[config.mk]
export PLATFORM = sky130hd
export DESIGN_NAME = ahb_arbiter
export DESIGN_NICKNAME = d
export VERILOG_FILES = /design/src/rtl/ahb_arbiter.sv
export SDC_FILE = /design/constraint.sdc
export NUM_CORES = 1
export LEC_CHECK = 0
export ABC_AREA = 1
export BUFFER_PORTS_ARGS = -buffer_cell sky130_fd_sc_hd__buf_4
export CAP_MARGIN = 20
export CORE_MARGIN = 3
export CORE_UTILIZATION = 35
export CTS_CLUSTER_DIAMETER = 100
export DETAILED_ROUTE_END_ITERATION = 16
export PLACE_DENSITY_LB_ADDON = 0.05
export SLEW_MARGIN = 0
export SYNTH_ARGS = -nofsm -noshare
export SYNTH_HDL_FRONTEND = slang
export SYNTH_SLANG_ARGS = --single-unit
[constraint.sdc]
create_clock -name HCLK -period 3.4 [get_ports HCLK]
set_clock_uncertainty 0.15 [all_clocks]
set_input_delay 0.68 -clock HCLK [delete_from_list [all_inputs] [get_ports HCLK]]
set_output_delay 0.68 -clock HCLK [all_outputs]
set_load 0.005 [all_outputs]
[src/rtl/ahb_arbiter.sv]
// AHB bus arbiter: round-robin grant with fixed-length burst protection,
// locked-transfer hold and error-driven burst abort.
module ahb_arbiter #(
  parameter int unsigned NUM_MASTERS    = 4,
  parameter int unsigned DEFAULT_MASTER = 0
) (
  input  logic                   HCLK,
  input  logic                   HRST,
  input  logic [NUM_MASTERS-1:0] HBUSREQ,
  input  logic [NUM_MASTERS-1:0] HLOCK,
  input  logic [1:0]             HTRANS,
  input  logic [2:0]             HBURST,
  input  logic                   HREADY,
  input  logic [1:0]             HRESP,
  output logic [NUM_MASTERS-1:0] HGRANT,
  output logic [3:0]             HMASTER,
  output logic                   HMASTLOCK
);

  localparam int unsigned IDX_W = (NUM_MASTERS > 1) ? $clog2(NUM_MASTERS) : 1;
  localparam int unsigned CNT_W = 4;

  localparam logic [1:0] TR_NONSEQ = 2'd2;
  localparam logic [1:0] TR_SEQ    = 2'd3;
  localparam logic [1:0] RESP_OKAY = 2'd0;

  typedef enum logic [1:0] {
    ARB   = 2'd0,
    BURST = 2'd1,
    LOCK  = 2'd2
  } state_t;

  state_t             state, state_nxt;
  logic [CNT_W-1:0]   cnt, cnt_nxt;
  logic [CNT_W-1:0]   burst_len;
  logic [IDX_W-1:0]   ptr, ptr_nxt;
  logic [IDX_W-1:0]   gidx, gidx_nxt;
  logic [IDX_W-1:0]   owner;
  logic [IDX_W-1:0]   rr_win;
  logic               rr_found;
  logic               accepted;
  logic               lock_hold;
  logic [3:0]         hmaster_nxt;
  logic               hmastlock_nxt;
  int unsigned        cand;

  assign owner = HMASTER[IDX_W-1:0];

  // Remaining SEQ beats after the NONSEQ of a fixed-length burst
  always_comb begin
    burst_len = '0;
    unique case (HBURST)
      3'd2, 3'd3: burst_len = CNT_W'(3);
      3'd4, 3'd5: burst_len = CNT_W'(7);
      3'd6, 3'd7: burst_len = CNT_W'(15);
      default:    burst_len = '0;
    endcase
  end

  // First requester after the last winner; default master when nobody asks
  always_comb begin
    rr_found = 1'b0;
    rr_win   = IDX_W'(DEFAULT_MASTER);
    cand     = 0;
    for (int unsigned k = 1; k <= NUM_MASTERS; k++) begin
      cand = (32'(ptr) + k) % NUM_MASTERS;
      if (!rr_found && HBUSREQ[IDX_W'(cand)]) begin
        rr_found = 1'b1;
        rr_win   = IDX_W'(cand);
      end
    end
  end

  always_comb begin
    state_nxt     = state;
    cnt_nxt       = cnt;
    ptr_nxt       = ptr;
    gidx_nxt      = gidx;
    hmaster_nxt   = HMASTER;
    hmastlock_nxt = HMASTLOCK;
    accepted      = HREADY && (HTRANS == TR_NONSEQ || HTRANS == TR_SEQ);
    lock_hold     = HLOCK[owner] && HBUSREQ[owner];

    if (HREADY) begin
      hmaster_nxt   = 4'(gidx);
      hmastlock_nxt = HLOCK[gidx];

      // A NONSEQ always restarts the count, which also ends a burst early
      if (accepted && HTRANS == TR_NONSEQ) begin
        cnt_nxt = burst_len;
      end else if (accepted && cnt != '0) begin
        cnt_nxt = cnt - CNT_W'(1);
      end

      unique case (state)
        LOCK: begin
          if (!HLOCK[owner]) begin
            state_nxt = (cnt_nxt != '0) ? BURST : ARB;
          end
        end
        default: begin
          if (lock_hold) begin
            state_nxt = LOCK;
          end else if (cnt_nxt != '0) begin
            state_nxt = BURST;
          end else begin
            state_nxt = ARB;
          end
        end
      endcase

      if (state_nxt == LOCK) begin
        gidx_nxt = owner;
      end else if (state_nxt == ARB) begin
        gidx_nxt = rr_win;
        if (rr_found) begin
          ptr_nxt = rr_win;
        end
      end
    end else if (HRESP != RESP_OKAY) begin
      // First cycle of a two-cycle error response aborts a fixed burst
      cnt_nxt = '0;
      if (state == BURST) begin
        state_nxt = ARB;
      end
    end
  end

  always_ff @(posedge HCLK or posedge HRST) begin
    if (HRST) begin
      state     <= ARB;
      cnt       <= '0;
      ptr       <= IDX_W'(DEFAULT_MASTER);
      gidx      <= IDX_W'(DEFAULT_MASTER);
      HGRANT    <= NUM_MASTERS'(1) << DEFAULT_MASTER;
      HMASTER   <= 4'(DEFAULT_MASTER);
      HMASTLOCK <= 1'b0;
    end else begin
      state     <= state_nxt;
      cnt       <= cnt_nxt;
      ptr       <= ptr_nxt;
      gidx      <= gidx_nxt;
      HGRANT    <= NUM_MASTERS'(1) << gidx_nxt;
      HMASTER   <= hmaster_nxt;
      HMASTLOCK <= hmastlock_nxt;
    end
  end

endmodule

## Yosys cells after proc, flatten, opt, wreduce, memory -nomap -nowiden

Cells that the tools add are included.

| storage, ports and cells | value |
|---|---|
| bits in registers | 17 |
| word-level logic and storage cells | 92 |

| cells by class | value |
|---|---|
| add/subtract/negate cells | 5 |
| order comparisons | 6 |
| equal/unequal tests | 11 |
| shift operators | 1 |
| mux-type cells | 39 |
| bitwise gates (word level) | 1 |
| reductions and logical operators | 22 |

Operators with widths:

| operator | number |
|---|---|
| $mux W2 | 14 |
| $mux W4 | 5 |
| $lt A2 B3 Y1 const B | 6 |
| $bmux W1 S2 | 7 |
| $eq A3 B3 Y1 const B | 4 |
| $mux W1 | 12 |
| $pmux W4 S3 | 1 |
| $eq A2 B2 Y1 const B | 4 |
| $reduce_bool A4 Y1 | 2 |
| $logic_and A1 B1 Y1 | 7 |
| $eq A3 B2 Y1 const B | 2 |
| $reduce_bool A2 Y1 | 3 |
| $reduce_or A2 Y1 | 3 |
| $add A2 B1 Y2 const B | 2 |
| $add A2 B2 Y2 const B | 2 |
| $reduce_and A4 Y1 | 1 |
| $shl A1 B2 Y4 const A | 1 |
| $sub A4 B1 Y4 const B | 1 |
| $logic_not A1 Y1 | 3 |
| $eq A2 B1 Y1 const B | 1 |
| $logic_not A2 Y1 | 1 |
| $reduce_and A2 Y1 | 1 |
| $logic_or A1 B1 Y1 | 1 |
| $not A1 Y1 | 1 |

## Longest topological paths before layout

| depth | value |
|---|---|
| depth after elaboration | 17 |
| mapped depth | 17 |

## Least setup slack after synthesis

Ideal clock, no wire load.

| timing path | value |
|---|---|
| path kind | input-to-reg |
| start point | in HTRANS[1] |
| end point | reg HGRANT[1] |
| data arrival time | 1.715 ns |
| setup slack | 1.424 ns |
| cell stages on the path | 13 |
| buffers on the path | 0 |
| cells stage by stage | nand2_1 > nor2_2 > inv_2 > nand2_1 > inv_2 > a21oi_4 > nand3_1 > nor2_2 > nand3_1 > nand3_1 > nand2_2 > nand2_2 > inv_2 |

| between the ends | value |
|---|---|
| word-level cells in the longest chain between the ends | 17 |

Ends and longest elaborated chain:

| item | line | source |
|---|---|---|
| start, declared | 11 | `input logic [1:0] HTRANS,` |
| $eq A2 B2 Y1 (on tied branches) | 81, 89 |  |
| $logic_or A1 B1 Y1 | 81 | `accepted = HREADY && (HTRANS == TR_NONSEQ \|\| HTRANS == TR_SEQ);` |
| $logic_and A1 B1 Y1 | 81 |  |
| $logic_and A1 B1 Y1 | 91 | `end else if (accepted && cnt != '0) begin` |
| $mux W4 | 91 |  |
| $mux W4 * | 89 | `if (accepted && HTRANS == TR_NONSEQ) begin` |
| $mux W4 * | 84 | `if (HREADY) begin` |
| $reduce_bool A4 Y1 * | 98, 104 |  |
| $mux W1 * | 98, 104 |  |
| $mux W2 (on tied branches) | 102, 97 |  |
| $mux W2 * | 95 | `unique case (state)` |
| $mux W2 * | 84 |  |
| $logic_not A2 Y1 | 114 | `end else if (state_nxt == ARB) begin` |
| $mux W2 | 114 |  |
| $mux W2 * | 112 | `if (state_nxt == LOCK) begin` |
| $mux W2 * | 84 |  |
| $shl A1 B2 Y4 * | 143 | `HGRANT <= NUM_MASTERS'(1) << gidx_nxt;` |
| end signal, assigned | 135 | `HGRANT <= NUM_MASTERS'(1) << DEFAULT_MASTER;` |
| end signal, assigned | 143 |  |
| end, declared | 15 | `output logic [NUM_MASTERS-1:0] HGRANT,` |

Every way passes the cells marked *; elsewhere a longest branch is shown, timed or not. The select of a mux whose other input is x is not followed.
A chain may end at the register's enable or synchronous reset.

## Worst setup path in the final report

| timing path | value |
|---|---|
| start point | reg cnt[0] |
| end point | reg HGRANT[1] |

| between the ends | value |
|---|---|
| word-level cells in the longest chain between the ends | 15 |

Ends and longest elaborated chain:

| item | line | source |
|---|---|---|
| start, declared | 34 | `logic [CNT_W-1:0] cnt, cnt_nxt;` |
| start signal, assigned | 140 | `cnt <= cnt_nxt;` |
| branches (longest 2 deep; another with $sub A4 B1 Y4) | - |  |
| $mux W4 * | 91 |  |
| $mux W4 * | 89 |  |
| $mux W4 * | 84 |  |
| $reduce_bool A4 Y1 * | 98, 104 |  |
| $mux W1 * | 98, 104 |  |
| $mux W2 (on tied branches) | 102, 97 |  |
| $mux W2 * | 95 |  |
| $mux W2 * | 84 |  |
| $logic_not A2 Y1 | 114 |  |
| $mux W2 | 114 |  |
| $mux W2 * | 112 |  |
| $mux W2 * | 84 |  |
| named net gidx_nxt[0] | 37 | `logic [IDX_W-1:0] gidx, gidx_nxt;` |
| $shl A1 B2 Y4 * | 143 |  |

Mark *: on every way through the listed nets, which the timed path passes. The select of a mux whose other input is x is not followed.

==> impl_metrics.env <==
export IMPL_status="finished, final reports clean"
export IMPL_routed_wl_um=2885
export IMPL_leakage_nw=0.8520
export IMPL_drive_above_1_share=0.2646
export IMPL_peakVddDrop_uv=291.5
export IMPL_slew_viol_final=0
export IMPL_antennaDiodeCount=0
export IMPL_synth_ff_type="dfrtp_1"
export IMPL_cp_slowest_stage_delay_ns=0.38
export IMPL_dieArea_mm2=0.004486
export IMPL_timing_setup_tns_ns=0
export IMPL_num_io_pins=27
export IMPL_layout_min_cycle_time_ns=2.142
export IMPL_synth_seq_cells=17
export IMPL_grt_pass1_wl_um=5043
export IMPL_cp_required_ns=3.40
export IMPL_critPathKind="flop to flop"
export IMPL_synthArstFlopShare=1.000
export IMPL_seq_area_frac_synth=0.3279
export IMPL_grt_usage=0.1408
export IMPL_dieWidth_um=66.98
export IMPL_synth_most_common_cell="nand2_1"
export IMPL_postRouteAntennaNets=0
export IMPL_grt_pass1_vias=1227
export IMPL_dp_hpwl_um=2361
export IMPL_antenna_found_initial=0
export IMPL_rsz0062_at_grt="false"
export IMPL_setup_violations=0
export IMPL_synthCells=199
export IMPL_yosysTopAreaCell="dfrtp_1"
export IMPL_avgSynthCellArea_um2=6.539
export IMPL_synth_area_top_cells="dfrtp_1 31%, nand2_1 17%, nand3_1 6.5%"
export IMPL_drv_cap=0
export IMPL_first_pass_iters=4
export IMPL_syn_to_final_growth_pct=19.71
export IMPL_slew_headroom=0.5681
export IMPL_cp_slowest_cell="dfrtp_1"
export IMPL_cts_resized=0
export IMPL_synth_edf_count=0
export IMPL_arrival_ns=2.15
export IMPL_grt_overflow=0
export IMPL_synth_commonest_cells="58 x nand2_1, 22 x inv_1, 18 x nor2_1, 17 x nand3_1, 16 x dfrtp_1"
export IMPL_cp_end_kind="flop"
export IMPL_post_cts_buffers=0
export IMPL_clk_pin_slew_ns=0.07
export IMPL_syn_area_mm2=0.001301
export IMPL_start_kind="flop"
export IMPL_fmax_ghz=0.4669
export IMPL_drt_iter0_markers=37
export IMPL_crit_fanout=5
export IMPL_dr_total_vias=1283
export IMPL_drc=0
export IMPL_routedWlPerCell_um=10.72
export IMPL_setup_slack_ns=1.258
export IMPL_fillers=388
export IMPL_nets=243
export IMPL_preCtsSetupSlack_ns=1.046
export IMPL_p_per_area_mw_per_mm2=778.7
export IMPL_holdCritPathClass="input port to async pin"
export IMPL_p_total_mw=1.213
export IMPL_ys_warn_count=0
export IMPL_synth_cell_type_count=27
export IMPL_finalCoreUtilization=0.4491
export IMPL_row_count=21
export IMPL_core_area_mm2=0.003468
export IMPL_ctsHoldBuffers=0
export IMPL_cts_tree="built"
export IMPL_via_per_inst=4.770
export IMPL_grt_max_degree=18
export IMPL_cts_sinks=17
export IMPL_yosys_area_top_type_share=0.3077
export IMPL_place_port_buffers=23
export IMPL_cts_root_buf="clkbuf_8"
export IMPL_cpMostUsedCell="nand2_1"
export IMPL_initial_core_util=0.3752
export IMPL_h_tree_depth=1
export IMPL_path_cells="inv_1, ha_1, nand2_1, nand2_1, inv_1, nand2_1, nand2_1, a21oi_1, nand3_1, nand2_1, nor2_1, inv_1, nand2_4, nand2_2, inv_2"
export IMPL_clockBufferDepth=2
export IMPL_die_y_um=66.98
export IMPL_worst_slew_pin_slew_ns=0.6472
export IMPL_fin_crit_sh=0.6299
export IMPL_gp_congestion=0.8062
export IMPL_cts_made_buffers=3
export IMPL_clock_latency_ns=0.25
export IMPL_finalHoldViolations=0
## through the flow
step	hold slack [ns]	cell area, um^2	instances
after CTS	0.3847	1558	269
after detailed placement	0.3653	1511	265
after global routing	0.4167	1558	269
after floorplan	0.3247	1305	200
final	0.3677	1558	269
after global placement	0.3490	1511	265
## critical path: cells and delay by family (launching register included)
kind                     cells  cell delay, ns
AO/OA/AOI/OAI                1            0.22
adder cells (fa/ha/maj)      1            0.21
AND/OR/NAND/NOR              9            0.78
buffers and inverters        4            0.32
flip-flops                   1            0.38
## path summary, 6_finish.rpt
kind	end	slack (ns)	start	cells after the start
worst max-delay path	HGRANT[1]$_DFF_PP0_	1.26	cnt[0]$_DFFE_PP0P_	15
worst min-delay path	cnt[3]$_DFFE_PP0P_	0.37	HRST	2
worst max register to register	HGRANT[1]$_DFF_PP0_	1.26	cnt[0]$_DFFE_PP0P_	15
worst min register to register	state[1]$_DFFE_PP0P_	0.38	state[1]$_DFFE_PP0P_	2
max in group asynchronous	HMASTER[1]$_DFFE_PP0P_	2.32	HRST	2
min in group HCLK	state[1]$_DFFE_PP0P_	0.38	state[1]$_DFFE_PP0P_	2
## layout make-up
class                   count  area, um^2  area share
well taps                  46       57.56     0.03695
flip-flops and latches     17       426.7      0.2739
repair buffers             23       172.7      0.1108
inverters                  31       116.4     0.07470
multi-input cells         148       738.2      0.4739
clock buffers               3       41.29     0.02651
clock inverters             1       5.005    0.003213
## report_power, final
| part | switching [mW] | leakage [nW] | internal, mW |
|---|---|---|---|
| clock network | 0.0691 | 0.0255 | 0.0813 |
| logic | 0.446 | 0.617 | 0.269 |
| registers | 0.0660 | 0.210 | 0.282 |
| total | 0.581 | 0.852 | 0.632 |
## flip-flops by register name, indices dropped and copies added, names as in the netlist
| name | flops |
|---|---|
| HGRANT | 4 |
| cnt | 4 |
| HMASTER | 2 |
| gidx | 2 |
| ptr | 2 |
| state | 2 |
| HMASTLOCK | 1 |
## layout by cell type, fill, tap and decap left out
cell	n
clkinv_2	1
clkinv_1	1
conb_1	2
ha_1	1
o31ai_1	1
o22ai_1	4
nand2_4	4
nand2_2	13
inv_1	22
nand2_1	58
a21oi_4	1
clkbuf_8	3
o21ai_1	1
a31oi_1	1
nand4_1	2
nand3_1	17
a21oi_1	5
o21ai_0	13
o211ai_1	2
dfrtp_1	16
inv_2	8
buf_4	23
dfstp_2	1
nand3_2	2
nor2_1	18
nor2_4	1
nor2_2	2
## layer usage
metal,vias up,part of all wire,track usage
met5,-,0,0
met4,0,0.012,0.04051
met3,5,0.033,0.01518
met2,20,0.47,0.2376
met1,586,0.48,0.1883
li1,672,-,-
## cells by family after synthesis
group	count (synthesis)	share of synthesized area
and+or+nand+nor	117	0.4250
buffers and inverters	35	0.1077
AOI/OAI and AO/OA	28	0.1269
DFF	17	0.3279
adders and majority gates	1	0.009614
other	1	0.002882
(Power assumes the default switching activity.)
